==> config.mk <==
export PLATFORM = sky130hd
export DESIGN_NAME = rom_loader
export DESIGN_NICKNAME = d
export VERILOG_FILES = /design/src/rtl/rom_loader_pkg.sv /design/src/rtl/rom_loader_asm.sv /design/src/rtl/rom_loader.sv
export SDC_FILE = /design/constraint.sdc
export NUM_CORES = 1
export LEC_CHECK = 0
export ABC_CLOCK_PERIOD_IN_PS = 4600
export CAP_MARGIN = 20
export CORE_ASPECT_RATIO = 1.5
export CORE_MARGIN = 2
export CORE_UTILIZATION = 45
export CTS_CLUSTER_DIAMETER = 50
export DETAILED_ROUTE_END_ITERATION = 6
export PLACE_DENSITY = 0.69
export SLEW_MARGIN = 20
export SYNTH_ARGS = -nofsm -noshare
export SYNTH_HDL_FRONTEND = slang
export SYNTH_SLANG_ARGS = --single-unit
==> constraint.sdc <==
create_clock -name clk -period 4.6 [get_ports clk]
set_input_delay 0.92 -clock clk [delete_from_list [all_inputs] [get_ports clk]]
set_output_delay 0.92 -clock clk [all_outputs]
set_load 0.01 [all_outputs]
==> src/rtl/rom_loader_pkg.sv <==
// Shared definitions for the boot-time ROM loader.
// The optional trailing checksum byte is enabled with ROM_LOADER_CSUM_EN.
package rom_loader_pkg;

    // Loader FSM encoding. ST_CSUM is reachable only when the checksum is enabled.
    typedef enum logic [2:0] {
        ST_IDLE = 3'd0,
        ST_LEN  = 3'd1,
        ST_DATA = 3'd2,
        ST_CSUM = 3'd3,
        ST_DONE = 3'd4,
        ST_ERR  = 3'd5
    } state_t;

    // The header is one little-endian word, so it goes through the same assembler.
    localparam int HDR_BYTES      = 4;
    localparam int BYTES_PER_WORD = 4;

    // A load is in progress while the FSM is collecting header, payload or checksum.
    function automatic logic is_busy(input state_t s);
        return (s == ST_LEN) || (s == ST_DATA) || (s == ST_CSUM);
    endfunction

endpackage

==> src/rtl/rom_loader_asm.sv <==
// Byte-to-word assembler: collects four accepted bytes, lowest byte first.
// word_valid is a one-cycle pulse in the cycle the fourth byte is accepted;
// word then carries the three stored bytes merged with the live byte.
module rom_loader_asm
    import rom_loader_pkg::*;
(
    input  logic        clk,
    input  logic        rst,
    input  logic        clear,
    input  logic        in_valid,
    input  logic [7:0]  in_data,
    output logic        word_valid,
    output logic [31:0] word
);

    logic [1:0]  byte_cnt;
    logic [23:0] part;

    // Byte position counter (wraps 3->0) and storage for the first three bytes.
    always_ff @(posedge clk or posedge rst) begin
        if (rst) begin
            byte_cnt <= 2'd0;
            part     <= 24'd0;
        end else if (clear) begin
            byte_cnt <= 2'd0;
            part     <= 24'd0;
        end else if (in_valid) begin
            byte_cnt <= byte_cnt + 2'd1;
            case (byte_cnt)
                2'd0:    part[7:0]   <= in_data;
                2'd1:    part[15:8]  <= in_data;
                2'd2:    part[23:16] <= in_data;
                default: ;
            endcase
        end
    end

    // The fourth byte completes the word without waiting for a register stage.
    assign word_valid = in_valid && !clear && (byte_cnt == 2'(BYTES_PER_WORD - 1));
    assign word       = {in_data, part};

endmodule

==> src/rtl/rom_loader.sv <==
// Boot-time program loader: consumes a framed byte stream
// (4-byte LEN header, LEN*4 payload bytes, optional checksum byte) and
// writes little-endian words to ROM from address 0. The core is held in
// reset until a load completes successfully.
// Optional feature macro: ROM_LOADER_CSUM_EN (trailing 8-bit payload sum).
//
// Handshake: a byte moves when s_valid && s_ready on a rising edge; the
// source may hold s_valid high and change s_data only after a transfer.
module rom_loader
    import rom_loader_pkg::*;
#(
    parameter int DW      = 32,
    parameter int AW      = 32,
    parameter int MEM_NUM = 4096
) (
    input  logic          clk,
    input  logic          rst,
    input  logic          start,
    input  logic          s_valid,
    input  logic [7:0]    s_data,
    output logic          s_ready,
    output logic          wen,
    output logic [AW-1:0] w_addr,
    output logic [DW-1:0] w_data,
    output logic          busy,
    output logic          done,
    output logic          err,
    output logic          core_rstn
);

    localparam int IW = $clog2(MEM_NUM) + 1;

    state_t        state;
    state_t        state_next;
    logic          ready_next;
    logic          accept;
    logic          start_ok;
    logic          word_valid;
    logic [31:0]   word;
    logic [IW-1:0] word_idx;
    logic [IW-1:0] len_q;
    logic          last_word;
`ifdef ROM_LOADER_CSUM_EN
    logic [7:0]    sum;
`endif

    assign accept    = s_valid && s_ready;
    // start is honoured only when no load is running.
    assign start_ok  = start && ((state == ST_IDLE) || (state == ST_DONE) || (state == ST_ERR));
    // True while the word being completed is the final one of the image.
    assign last_word = ((word_idx + IW'(1)) == len_q);

    rom_loader_asm u_asm (
        .clk        (clk),
        .rst        (rst),
        .clear      (start_ok),
        .in_valid   (accept),
        .in_data    (s_data),
        .word_valid (word_valid),
        .word       (word)
    );

    // Next-state and next-ready decode.
    always_comb begin
        state_next = state;
        ready_next = 1'b0;
        case (state)
            ST_IDLE, ST_DONE, ST_ERR: begin
                if (start_ok) state_next = ST_LEN;
            end
            ST_LEN: begin
                if (word_valid) begin
                    if (word == 32'd0) begin
`ifdef ROM_LOADER_CSUM_EN
                        state_next = ST_CSUM;
`else
                        state_next = ST_DONE;
`endif
                    end else if (word > 32'(MEM_NUM)) begin
                        state_next = ST_ERR;
                    end else begin
                        state_next = ST_DATA;
                    end
                end
            end
            ST_DATA: begin
`ifdef ROM_LOADER_CSUM_EN
                // The checksum byte may already arrive during the final wen cycle.
                if (word_valid && last_word) state_next = ST_CSUM;
`else
                // Leave only after the final write strobe, so the ROM is written before release.
                if (wen && (word_idx == len_q)) state_next = ST_DONE;
`endif
            end
`ifdef ROM_LOADER_CSUM_EN
            ST_CSUM: begin
                if (accept) state_next = (s_data == sum) ? ST_DONE : ST_ERR;
            end
`endif
            default: state_next = ST_IDLE;
        endcase

        ready_next = is_busy(state_next);
`ifndef ROM_LOADER_CSUM_EN
        // No byte may follow the last payload byte while the final write drains.
        if ((state == ST_DATA) && word_valid && last_word) ready_next = 1'b0;
`endif
    end

    // State register and registered status outputs.
    always_ff @(posedge clk or posedge rst) begin
        if (rst) begin
            state     <= ST_IDLE;
            s_ready   <= 1'b0;
            busy      <= 1'b0;
            done      <= 1'b0;
            err       <= 1'b0;
            core_rstn <= 1'b0;
        end else begin
            state     <= state_next;
            s_ready   <= ready_next;
            busy      <= is_busy(state_next);
            done      <= (state_next == ST_DONE);
            err       <= (state_next == ST_ERR);
            core_rstn <= (state_next == ST_DONE);
        end
    end

    // Word index, image length and the ROM write port.
    always_ff @(posedge clk or posedge rst) begin
        if (rst) begin
            wen      <= 1'b0;
            w_addr   <= '0;
            w_data   <= '0;
            word_idx <= '0;
            len_q    <= '0;
        end else begin
            wen <= 1'b0;
            if (start_ok) begin
                word_idx <= '0;
                len_q    <= '0;
            end else if ((state == ST_LEN) && word_valid && (word <= 32'(MEM_NUM))) begin
                len_q <= word[IW-1:0];
            end else if ((state == ST_DATA) && word_valid) begin
                wen      <= 1'b1;
                w_addr   <= AW'({word_idx, 2'b00});
                w_data   <= DW'(word);
                word_idx <= word_idx + IW'(1);
            end
        end
    end

`ifdef ROM_LOADER_CSUM_EN
    // Running mod-256 sum of payload bytes only.
    always_ff @(posedge clk or posedge rst) begin
        if (rst) begin
            sum <= 8'd0;
        end else if (start_ok) begin
            sum <= 8'd0;
        end else if ((state == ST_DATA) && accept) begin
            sum <= sum + s_data;
        end
    end
`endif

endmodule

==> flow_metrics.tcl, run 1 <==
set metrics [dict create \
    yosys_warnings 0 \
    clk-insertion-delay-late_ns 0.35 \
    fin_crit_share_pct 68.5 \
    wl_per_cell_um 15.4 \
    p_leak_nw 2.95 \
    cts_num_sinks 105 \
    placement.io_buffers 62 \
    drt_pass1_iterations 5 \
    fmax_mhz 317 \
    path_cells "clkdlybuf4s50_1 -> and4b_1 -> nand3b_1 -> buf_4 -> inv_2 -> nor2_1 -> o21ai_0 -> o31ai_1" \
    most_area_hungry_cell_type_in_the_yosys_netlist "sky130_fd_sc_hd__dfrtp_1" \
    post_cts.repair.setup_buffers 0 \
    die-width_um 90.3 \
    ys_async_sr_fraction_pct 100 \
    number_of_global_route_vias_before_repair 3935 \
    holdPathEnd "w_addr[8]" \
    reg2reg_from "u_asm.byte_cnt[1]" \
    floorplan.rows 47 \
    place.detailed.hpwl_um 8320 \
    relSlewSlack_pct 51.0 \
    cts-root-to-sink-buffers 2 \
    synth_seq_area_share_pct 52.3 \
    cap_violations 0 \
    power_density_nw_per_um2 390 \
    max_stage_delay_ns 0.59 \
    period_needed_ns 3.15 \
    ys.flop_type "sky130_fd_sc_hd__dfrtp_1" \
    start_util_pct 46.0 \
    rsz_0062_raised_after_global_routing "no" \
    post-layout-total-power_mw 2.32 \
    finalHoldWorstSlack_ns 0.474 \
    hold_start "w_addr[8]" \
    worst_setup_hold_path_clk_slew_ns 0.07 \
    max_slew.worst_pin.slew_ns 0.734 \
    most-common-layout-cells "sky130_fd_sc_hd__nand2_1 (180), sky130_fd_sc_hd__dfrtp_1 (105), sky130_fd_sc_hd__clkdlybuf4s50_1 (62)" \
    cts_tree "yes" \
    grt_start_max_net_pins 84 \
    netlist_area_before_placement_um2 5030 \
    dieArea_um2 12000 \
    drt-vias-per-instance 5.18 \
    num_io_pins 82 \
    htree_levels 3 \
    final_hold_viol_count 0 \
    postCtsResizedCells 0 \
    setup.worst_path.class "input port to register" \
    synth_seq_cells 105 \
    fp.dieH_um 133 \
    post_drt_antenna_nets 0 \
    run_status "complete, no violations" \
    cts-buffers-inserted 9 \
    ys_top_cells_by_area "sky130_fd_sc_hd__dfrtp_1 (52%), sky130_fd_sc_hd__nand2_1 (13%), sky130_fd_sc_hd__mux2i_1 (5.2%)" \
    type_of_element_launching_the_critical_path "input port" \
    worstHoldPathType "register to register" \
    coreArea_um2 10900 \
    avgSynthCellArea_um2 9.17 \
    max-vdd-ir-drop_mv 0.263 \
    crit_path_max_fanout 40 \
    r2r_slack_ns 1.94 \
    worst_r2r_endpoint "word_idx[9]" \
    antenna_found_initial 0 \
    totalNegativeSetupSlack_ns 0 \
    grt_overflow_total 0 \
    synthToLayoutAreaGrowth_pct 18.5 \
    synth-edff-count 0 \
    drcViolationCount 0 \
    layout_commonest_cell "sky130_fd_sc_hd__nand2_1" \
    critical-path-slowest-cell "sky130_fd_sc_hd__nor2_1" \
    yosysUniqueCellTypes 49 \
    cts_hold_buf 0 \
    root_buffer "sky130_fd_sc_hd__clkbuf_16" \
    antenna_diode_instance_count 0 \
    syn_inst 548 \
    maxSlewViolCount 0 \
    detailedRoute.firstIterationViolations 204 \
    timing.reg2reg.worst_path_depth 8 \
    critPathRequiredTime_ns 4.85 \
    gpl.final_weighted_congestion 0.885 \
    synth.top_cell.area_share_pct 52.3 \
    first_pass_grt_wire_length_um 19300 \
    critical_path_arrival_ns 3.40 \
    endpoint_kind "register" \
    count_of_vias_placed_by_the_detailed_router 3878 \
    final_core_util_pct 54.5 \
    drive_gt1_share_pct 5.81 \
    grt_usage_pct 20.0 \
    setup-violations-final 0 \
    num-nets-final 614 \
    worst_clock_skew_ns 0.00747 \
    hold_path_depth 2 \
    detail_route.wirelength_um 11500 \
]
[state kept, by name, summed over array words and instances (netlist names), 2 cells and up]
name and cells:
w_data 32, len_q 13, word_idx 13, u_asm.byte_cnt 2
u_asm.part 24, state 3, w_addr 13
[final cells by class]
class                      instances  area (um^2)
clock buffer                       9          225
clock inverter                     7         53.8
fill                            1028         4980
inverter                           7         31.3
multi-input combinational        405         2160
sequential                       105         2630
tap                              147          184
timing repair buffer              69          673
[worst max-delay path: cells and delay by family]
kind                   cells  cell delay [ns]
AOI/OAI and AO/OA          2             0.30
and+or+nand+nor            3             0.98
buffers and inverters      3             1.17
[per-stage QoR]
step,instance area [um^2],std cells,worst slack [ns]
floorplan,5090,566,0.919
global placement,5680,733,1.21
detailed placement,5680,733,1.09
CTS,5950,749,1.46
global route,5960,749,1.16
finish,5960,749,1.45
[routing by layer]
| layer | share of wire [%] | vias up | track usage, % |
|---|---|---|---|
| li1 | - | 1858 | - |
| met1 | 39 | 1858 | 22.5 |
| met5 | 0 | - | 0 |
| met2 | 53 | 136 | 37.1 |
| met3 | 4.5 | 26 | 3.05 |
| met4 | 3.1 | 0 | 8.80 |
[kinds of logic (layout without fill, tap and decap cells)]
kind of cell,count (synthesis),in the layout,synth area share (%)
other,1,19,0.0746
adders and majority gates,5,5,1.24
AOI/OAI and AO/OA,57,57,7.00
xor gates and xnor gates,21,21,3.66
and+or+nand+nor,277,277,24.5
DFF,105,105,52.3
muxes,26,26,5.18
buffers and inverters,56,92,6.05
[worst max path at each step]
stage | startpoint | to | slack, ns | cells past startpoint
2_1_floorplan | rst | busy | 0.92 | 1
3_3_place_gp | s_data[5] | s_ready | 1.21 | 8
3_5_place_dp | s_valid | word_idx[9] | 1.09 | 8
4_1_cts | s_valid | word_idx[5] | 1.46 | 8
5_1_grt | s_valid | word_idx[6] | 1.16 | 8
6_report | s_valid | word_idx[9] | 1.45 | 8
[where the power goes]
part           switching [mW]  internal, mW
sequential              0.151          1.04
clock                   0.353         0.371
combinational           0.227         0.178
[cells in the mapped netlist (5+ instances only)]
library cell and number:
sky130_fd_sc_hd__dfrtp_1 105, sky130_fd_sc_hd__buf_2 6, sky130_fd_sc_hd__inv_1 6, sky130_fd_sc_hd__and2_1 5, sky130_fd_sc_hd__nand2_1 180, sky130_fd_sc_hd__buf_4 21, sky130_fd_sc_hd__nor4_1 8, sky130_fd_sc_hd__o21ai_0 35
sky130_fd_sc_hd__nor2_1 43, sky130_fd_sc_hd__nand3_1 11, sky130_fd_sc_hd__xnor2_1 17, sky130_fd_sc_hd__clkbuf_1 17, sky130_fd_sc_hd__mux2i_1 26, sky130_fd_sc_hd__ha_1 5
(Power assumes the default switching activity.)
==> run 2: changes to the inputs <==
--- a/config.mk
+++ b/config.mk
@@ -5,14 +5,14 @@
 export SDC_FILE = /design/constraint.sdc
 export NUM_CORES = 1
 export LEC_CHECK = 0
-export ABC_CLOCK_PERIOD_IN_PS = 4600
+export ABC_CLOCK_PERIOD_IN_PS = 2500
 export CAP_MARGIN = 20
 export CORE_ASPECT_RATIO = 1.5
 export CORE_MARGIN = 2
 export CORE_UTILIZATION = 45
 export CTS_CLUSTER_DIAMETER = 50
 export DETAILED_ROUTE_END_ITERATION = 6
-export PLACE_DENSITY = 0.69
+export PLACE_DENSITY = 0.72
 export SLEW_MARGIN = 20
 export SYNTH_ARGS = -nofsm -noshare
 export SYNTH_HDL_FRONTEND = slang
==> constraint.sdc (replaced) <==
create_clock -name clk -period 2.5 [get_ports clk]
set_input_delay 0.5 -clock clk [delete_from_list [all_inputs] [get_ports clk]]
set_output_delay 0.5 -clock clk [all_outputs]
set_load 0.01 [all_outputs]
==> flow_metrics.tcl, run 2 (synthesis results as in run 1) <==
set metrics [dict create \
    run_status "complete, no violations" \
    reg2reg_from "word_idx[4]" \
    period_needed_ns 2.12 \
    wl_per_cell_um 15.6 \
    clk-insertion-delay-late_ns 0.36 \
    setup.worst_path.class "register to register" \
    maxSlewViolCount 0 \
    cts_tree "yes" \
    number_of_global_route_vias_before_repair 3927 \
    type_of_element_launching_the_critical_path "register" \
    postCtsResizedCells 0 \
    fp.dieH_um 133 \
    max-vdd-ir-drop_mv 0.403 \
    most-common-layout-cells "sky130_fd_sc_hd__nand2_1 (180), sky130_fd_sc_hd__dfrtp_1 (105), sky130_fd_sc_hd__clkdlybuf4s50_1 (62)" \
    post_cts.repair.setup_buffers 0 \
    setup-violations-final 0 \
    grt_start_max_net_pins 52 \
    layout_commonest_cell "sky130_fd_sc_hd__nand2_1" \
    grt_overflow_total 0 \
    totalNegativeSetupSlack_ns 0 \
    crit_path_max_fanout 9 \
    critPathRequiredTime_ns 2.71 \
    timing.reg2reg.worst_path_depth 6 \
    endpoint_kind "register" \
    floorplan.rows 47 \
    power_density_nw_per_um2 732 \
    fin_crit_share_pct 84.7 \
    placedCellCount 749 \
    critical-path-top-delay-family "simple AND/OR/NAND/NOR gates" \
    hold_path_depth 2 \
    drcViolationCount 0 \
    gpl.final_weighted_congestion 0.931 \
    r2r_slack_ns 0.38 \
    placement.io_buffers 62 \
    num-nets-final 630 \
    dieArea_um2 12000 \
    worst_clock_skew_ns 0.00833 \
    place.detailed.hpwl_um 8820 \
    grt_usage_pct 20.8 \
    finish.cell_count_without_fillers 765 \
    start_util_pct 46.0 \
    antenna_found_initial 0 \
    path_cells "nand4_2 -> or2_1 -> nor3_4 -> xnor2_1 -> nor4_1 -> a31oi_1" \
    p_leak_nw 3.06 \
    fmax_mhz 472 \
    drt-vias-per-instance 5.22 \
    critical-path-slowest-cell "sky130_fd_sc_hd__dfrtp_1" \
    hold_start "w_addr[10]" \
    max_slew.worst_pin.slew_ns 0.555 \
    cts-buffers-inserted 9 \
    drt_pass1_iterations 5 \
    first_pass_grt_wire_length_um 19700 \
    layout_top_registers "w_data x32, u_asm.part x24" \
    post-layout-total-power_mw 4.51 \
    rsz_0062_raised_after_global_routing "no" \
    post_drt_antenna_nets 0 \
    synthToLayoutAreaGrowth_pct 22.4 \
    count_of_vias_placed_by_the_detailed_router 3994 \
    relSlewSlack_pct 62.9 \
    num_io_pins 82 \
    root_buffer "sky130_fd_sc_hd__clkbuf_16" \
    detailedRoute.firstIterationViolations 244 \
    cts-root-to-sink-buffers 2 \
    htree_levels 3 \
    worstHoldPathType "register to register" \
    cts_num_sinks 105 \
    worst_setup_hold_path_clk_slew_ns 0.07 \
    design_area_um2 6150 \
    drive_gt1_share_pct 8.25 \
    final_core_util_pct 56.2 \
    antenna_diode_instance_count 0 \
    timing.critical_path.buf_inv 0 \
    coreArea_um2 10900 \
    critical_path_arrival_ns 2.33 \
    holdPathEnd "w_addr[10]" \
    detail_route.wirelength_um 11900 \
    largest_register "w_data" \
    die-width_um 90.3 \
    largest_register_ff_count 32 \
    final_hold_viol_count 0 \
    placed_area_um2 5820 \
    worst_r2r_endpoint "s_ready" \
    max_stage_delay_ns 0.53 \
    cts_hold_buf 0 \
    cap_violations 0 \
]
-- run 2: where the power goes --
part,switching [mW],internal (mW)
registers,0.285,1.92
clock network,0.635,0.908
logic,0.415,0.343
-- run 2: how the worst max path moves through the flow --
stage | startpoint | to | slack, ns | cells after the start
2_1_floorplan | word_idx[0] | s_ready | 0.65 | 7
3_3_place_gp | s_data[4] | s_ready | 0.08 | 7
3_5_place_dp | s_data[4] | s_ready | 0.05 | 7
4_1_cts | word_idx[1] | s_ready | 0.40 | 7
5_1_grt | word_idx[4] | s_ready | 0.19 | 6
6_report | word_idx[4] | s_ready | 0.38 | 6
-- run 2: cell type report --
type	count	area, um^2
Tap cell	147	184
Inverter	7	30.0
Clock buffer	10	239
Timing Repair Buffer	85	818
Fill cell	1019	4790
Clock inverter	6	90.1
Multi-Input combinational cell	405	2160
Sequential cell	105	2630
-- run 2: worst min-delay path: cells and delay by family (launching register included) --
kind | cells | cell delay [ns]
DFF | 1 | 0.34
and+or+nand+nor | 2 | 0.10
-- run 2: routing by layer --
layer | GRT usage (%) | share of wire [%]
met4 | 11.2 | 3.9
met1 | 23.0 | 37
met5 | 0 | 0
met2 | 37.8 | 55
met3 | 3.51 | 3.8
-- run 2: metrics by stage --
step / setup slack [ns] / hold slack [ns]
floorplan: 0.645 / 0.461
global placement: 0.0831 / 0.458
detailed placement: 0.0524 / 0.461
CTS: 0.404 / 0.478
global route: 0.192 / 0.499
finish: 0.383 / 0.472
